[config.mk]
export PLATFORM = sky130hd
export DESIGN_NAME = bcd_ss_disp_flat
export DESIGN_NICKNAME = d
export VERILOG_FILES = /design/src/rtl/bcd_ss_disp_if.sv /design/src/rtl/bcd_ss_disp.sv /design/src/flat_wrapper.sv
export SDC_FILE = /design/constraint.sdc
export NUM_CORES = 1
export LEC_CHECK = 0
export CORE_MARGIN = 2
export CORE_UTILIZATION = 35
export CTS_BUF_LIST = sky130_fd_sc_hd__clkbuf_16
export CTS_CLUSTER_SIZE = 28
export DETAILED_ROUTE_END_ITERATION = 6
export GPL_TIMING_DRIVEN = 1
export MAX_ROUTING_LAYER = met4
export RECOVER_POWER = 50
export SYNTH_ARGS = -nofsm -noshare
export SYNTH_HDL_FRONTEND = slang
export SYNTH_SLANG_ARGS = --single-unit
[constraint.sdc]
create_clock -name CLK -period 1.7 [get_ports CLK]
set_input_delay 0.17 -clock CLK [delete_from_list [all_inputs] [get_ports CLK]]
set_output_delay 0.17 -clock CLK [all_outputs]
set_load 0.01 [all_outputs]
[src/rtl/bcd_ss_disp_if.sv]
// Bus bundle for bcd_ss_disp: sample request/value in, BCD, flags and
// seven-segment patterns out.
interface bcd_ss_disp_if;
  logic [7:0] IN;
  logic       STB;
  logic       BUSY;
  logic       DONE;
  logic       OVF;
  logic [7:0] BCD;
  logic [7:0] ss1;
  logic [7:0] ss0;

  modport master (
    output IN, STB,
    input  BUSY, DONE, OVF, BCD, ss1, ss0
  );

  modport slave (
    input  IN, STB,
    output BUSY, DONE, OVF, BCD, ss1, ss0
  );
endinterface

[src/rtl/bcd_ss_disp.sv]
// Sequential double-dabble binary-to-BCD converter driving two seven-segment digits.
// Optional macro LEADING_ZERO_BLANK_EN blanks ss1 when the tens digit is zero.
module bcd_ss_disp (
  input  logic          CLK,
  input  logic          RST,
  bcd_ss_disp_if.slave  bus
);

  localparam logic [1:0] S_IDLE  = 2'd0;
  localparam logic [1:0] S_SHIFT = 2'd1;
  localparam logic [1:0] S_LOAD  = 2'd2;

  logic [1:0]  state;
  logic [7:0]  sreg;
  logic [11:0] acc;
  logic [2:0]  cnt;
  logic [11:0] acc_adj;
  logic        ovf_n;
  logic [7:0]  ss1_n;
  logic [7:0]  ss0_n;

  function automatic logic [3:0] add3(input logic [3:0] n);
    return (n >= 4'd5) ? n + 4'd3 : n;
  endfunction

  function automatic logic [7:0] seg7(input logic [3:0] d);
    logic [7:0] s;
    case (d)
      4'd0:    s = 8'h3F;
      4'd1:    s = 8'h06;
      4'd2:    s = 8'h5B;
      4'd3:    s = 8'h4F;
      4'd4:    s = 8'h66;
      4'd5:    s = 8'h6D;
      4'd6:    s = 8'h7D;
      4'd7:    s = 8'h07;
      4'd8:    s = 8'h7F;
      4'd9:    s = 8'h6F;
      default: s = 8'h00;
    endcase
    return s;
  endfunction

  // Correction happens before the shift, so each nibble stays within 0..9 afterwards.
  assign acc_adj = {add3(acc[11:8]), add3(acc[7:4]), add3(acc[3:0])};
  assign ovf_n   = (acc[11:8] != 4'd0);

  always_comb begin
    ss1_n = seg7(acc[7:4]);
    ss0_n = seg7(acc[3:0]);
`ifdef LEADING_ZERO_BLANK_EN
    if (acc[7:4] == 4'd0) ss1_n = 8'h00;
`endif
    if (ovf_n) begin
      ss1_n = 8'h40;
      ss0_n = 8'h40;
    end
  end

  assign bus.BUSY = (state != S_IDLE);

  always_ff @(posedge CLK or negedge RST) begin
    if (!RST) begin
      state    <= S_IDLE;
      sreg     <= 8'h00;
      acc      <= 12'h000;
      cnt      <= 3'd0;
      bus.DONE <= 1'b0;
      bus.OVF  <= 1'b0;
      bus.BCD  <= 8'h00;
      bus.ss1  <= 8'h00;
      bus.ss0  <= 8'h00;
    end else begin
      bus.DONE <= 1'b0;
      case (state)
        S_IDLE: begin
          if (bus.STB) begin
            sreg  <= bus.IN;
            acc   <= 12'h000;
            cnt   <= 3'd0;
            state <= S_SHIFT;
          end
        end
        S_SHIFT: begin
          {acc, sreg} <= {acc_adj[10:0], sreg, 1'b0};
          cnt         <= cnt + 3'd1;
          if (cnt == 3'd7) state <= S_LOAD;
        end
        S_LOAD: begin
          bus.BCD  <= acc[7:0];
          bus.OVF  <= ovf_n;
          bus.ss1  <= ss1_n;
          bus.ss0  <= ss0_n;
          bus.DONE <= 1'b1;
          state    <= S_IDLE;
        end
        default: state <= S_IDLE;
      endcase
    end
  end

endmodule
[src/flat_wrapper.sv]
// flat-port wrapper written by rule: the top's interface ports become plain ports
module bcd_ss_disp_flat 
  (CLK, RST, bus_IN, bus_STB, bus_BUSY, bus_DONE, bus_OVF, bus_BCD, bus_ss1, bus_ss0);
  bcd_ss_disp_if bus_i ();
  input  logic CLK;
  input  logic RST;
  input wire logic [$bits(bus_i.IN)-1:0] bus_IN;
  input wire logic [$bits(bus_i.STB)-1:0] bus_STB;
  output wire logic [$bits(bus_i.BUSY)-1:0] bus_BUSY;
  output wire logic [$bits(bus_i.DONE)-1:0] bus_DONE;
  output wire logic [$bits(bus_i.OVF)-1:0] bus_OVF;
  output wire logic [$bits(bus_i.BCD)-1:0] bus_BCD;
  output wire logic [$bits(bus_i.ss1)-1:0] bus_ss1;
  output wire logic [$bits(bus_i.ss0)-1:0] bus_ss0;
  assign bus_i.IN = bus_IN;
  assign bus_i.STB = bus_STB;
  assign bus_BUSY = bus_i.BUSY;
  assign bus_DONE = bus_i.DONE;
  assign bus_OVF = bus_i.OVF;
  assign bus_BCD = bus_i.BCD;
  assign bus_ss1 = bus_i.ss1;
  assign bus_ss0 = bus_i.ss0;
  bcd_ss_disp u_core (.CLK(CLK), .RST(RST), .bus(bus_i));
endmodule
==> reports/results.tsv <==
metric	value	unit
cell row count	31	
post-route worst hold slack	0.403	ns
type of the most critical hold path	input pin to async pin	
post-synthesis instance total	261	
clock buffers created by TritonCTS	5	
detailed-routing iteration count for the pre-antenna-repair pass	4	
worst slew pin tran	0.582	ns
number of max-cap violations	0	
prevailing post-synth register cell	sky130_fd_sc_hd__dfrtp_1	
Combinational Power Share	48.6	%
most common library cell in the layout ignoring fill and taps	sky130_fd_sc_hd__dfrtp_1	
Max transition margin	61.2	%
width of the die	90.7	microns
Netlist Area Pre-Place	0.00263	sq mm
nature of the critical path endpoint	flop	
post-synthesis area per instance	10.1	sq um
number of antenna violations at the first check in global routing	0	
Setup Fix Bufs, Post-CTS	0	
number of clock sinks seen by CTS	49	
met3 layer wire length in the routed design	245	microns
distinct cell type count of the synthesized netlist	48	
layout cell share with drive strength beyond 1	12.4	%
part of the Yosys area used for sequential elements	46.6	%
Die Y-Extent	90.7	microns
maximum clock skew at final layout	0.00790	ns
Routed WL	5530	microns
Detail Route Antenna Nets	0	
area inside the core boundary	0.00725	sq mm
total number of H-tree levels	2	
Detailed Place HPWL	3980	microns
FILL cells	730	
internal power contribution	0.00351	W
fraction of post-synthesis cell area in the top cell type by area	46.6	%
endpoint arrival time on the critical path	1.67	ns
Routed wire per std cell	13.6	microns
clock insertion delay at the later pin of the skew report	0.29	ns
startpoint class of the critical path	flop	
total power per unit cell area	1760	mW/mm^2
Total Routing Usage GR	14.4	%
initial drt markers	100	
fraction of the cycle the final worst path needs	88.4	%
flip-flop and latch count after synthesis	49	
effective utilization at floorplan	36.3	%
Setup CP Type	flop to flop	
outcome	finished clean	
Hold Vio Cnt, Final	0	
highest metal layer used by the detailed router	met4	
wl on met1	2740	microns
leading cell types in the layout, fill and taps excluded	49 x sky130_fd_sc_hd__dfrtp_1, 36 x sky130_fd_sc_hd__nand2_1, 27 x sky130_fd_sc_hd__o21ai_0	
leading cell types by total area after synthesis	sky130_fd_sc_hd__dfrtp_1 47%, sky130_fd_sc_hd__ha_1 8.1%, sky130_fd_sc_hd__nand2_1 5.1%	
Worst Path Max Fanout	9	
diode insertion count for antenna repair	0	
share of total power in sequential cells	34.3	%
required time at the worst-slack endpoint	1.87	ns
Layout area overhead	25.1	%
fin nets	334	
first-pass GRT wire length	9540	microns
maximum buffer depth of the clock tree	2	
Ports	38	
Leak Pwr	1.46	nW
switching power of the nets	0.00229	W
yosys synthesis warning count	0	
amount of wire on met2 after detailed routing	2460	microns
number of I/O port buffers	35	
vias per cell	4.96	
number of global-route vias before repair	2030	
net switching fraction of the power	39.5	%
final setup fails	0	
total grt overflow	0	
Clock transition at path regs	0.07	ns
total via count in the routed design	2015	
root buffer cell	sky130_fd_sc_hd__clkbuf_16	
number of pins with negative max-slew slack in the final report	0	
top achievable clock speed	665	MHz
final weighted congestion of routability-driven global placement	0.858	
post-layout min period	1.50	ns
VDD IR max	702	uV
clock tree from TritonCTS	built	
DRC Markers	0	
Synth async-reset ratio	100	%
pin count of the biggest net entering global routing	41	
number of enable-type register cells in the synthesized netlist	0	
clock share of power	17.1	%
die outline area	0.00823	sq mm
post-synth top area cell	sky130_fd_sc_hd__dfrtp_1	
setup repair after global routing missed its margin	no	
setup tns final	0	ns
power by group through the flow:
| stage | Combinational, W | Sequential, W | Clock, W |
|---|---|---|---|
| floorplan | 0.00180 | 0.00202 | 0 |
| global placement | 0.00284 | 0.00200 | 0 |
| detailed placement | 0.00288 | 0.00201 | 0 |
| CTS | 0.00289 | 0.00199 | 0.00103 |
| global route | 0.00316 | 0.00206 | 0.00107 |
| finish | 0.00282 | 0.00199 | 0.000994 |
worst max-delay path, cell delays in order (launching register included):
cell and delay [ns]:
sky130_fd_sc_hd__dfrtp_1 0.45, sky130_fd_sc_hd__clkbuf_2 0.21, sky130_fd_sc_hd__o21bai_1 0.22, sky130_fd_sc_hd__clkbuf_1 0.32, sky130_fd_sc_hd__nand2_1 0.09, sky130_fd_sc_hd__o311ai_0 0.11
routing by layer:
| metal | GRT usage, % | up-vias |
|---|---|---|
| met4 | 4.87 | 0 |
| met5 | - | - |
| li1 | - | 1003 |
| met2 | 22.4 | 47 |
| met1 | 18.8 | 957 |
| met3 | 3.17 | 8 |
flip-flops by register name, summed over array words and instances, names as in the netlist:
register and cells:
u_core.acc 12, u_core.bus.BCD 8, u_core.sreg 8, u_core.bus.ss0 7, u_core.bus.ss1 7, u_core.cnt 3, u_core.state 2, u_core.bus.DONE 1
u_core.bus.OVF 1
cell type report:
class                   instances  area, sq um  share of cell area [%]
multi-input cells             183         1240                    37.7
well taps                      99          124                    3.76
repair buffers                 54          504                    15.3
clock inverters                 3         21.3                   0.646
inverters                      13         48.8                    1.48
flip-flops and latches         49         1230                    37.3
clock buffers                   5          125                    3.80
metrics by stage:
step	power, W	instance area, sq um	worst slack [ns]	utilization, %	cells
after floorplan	0.00381	2640	0.272	-	262
after global placement	0.00483	3150	0.246	43.4	397
after detailed placement	0.00489	3150	0.201	43.4	397
after CTS	0.00591	3300	0.187	45.5	406
after global routing	0.00628	3290	0.0612	45.4	406
final	0.00581	3290	0.197	45.4	406
final timing paths:
kind                                   start           endpoint  slack [ns]  cells past startpoint
setup / recovery             u_core.state[0]      u_core.acc[6]        0.20                      5
hold / removal                           RST  u_core.bus.ss0[5]        0.40                      2
setup reg to reg             u_core.state[0]      u_core.acc[6]        0.20                      5
hold reg to reg            u_core.bus.BCD[7]  u_core.bus.BCD[7]        0.48                      2
max in group asynchronous                RST      u_core.acc[6]        0.74                      3
min in group CLK           u_core.bus.BCD[7]  u_core.bus.BCD[7]        0.48                      2
synth_stat cells, drive strengths merged, types with 2 or more instances:
master	n
clkbuf	3
nand2b	4
nor3	2
and2	2
o32ai	2
inv	13
o21ai	29
and2b	2
o31ai	11
o21a	3
o311ai	3
a22oi	7
o2111ai	6
ha	17
buf	14
nand2	38
dfrtp	49
a32o	2
nor2b	18
xnor2	2
nor2	4
a21oi	12
a22o	2
o221ai	3
cells by family after synthesis:
group	after synthesis	share of synthesized area [%]
AOI/OAI and AO/OA	86	22.6
xor gates and xnor gates	3	0.999
adders and majority gates	17	8.08
buffers and inverters	30	6.37
DFF	49	46.6
muxes	1	0.380
other	1	0.143
and+or+nand+nor	74	14.8
timing repair:
action	in CTS	in global routing
setup endpoints to repair	1	0
endpoints found under the hold margin	22	0
hold buffers	1	0
resized for setup	2	0
No activity file was read; power rests on OpenSTA's default activity.
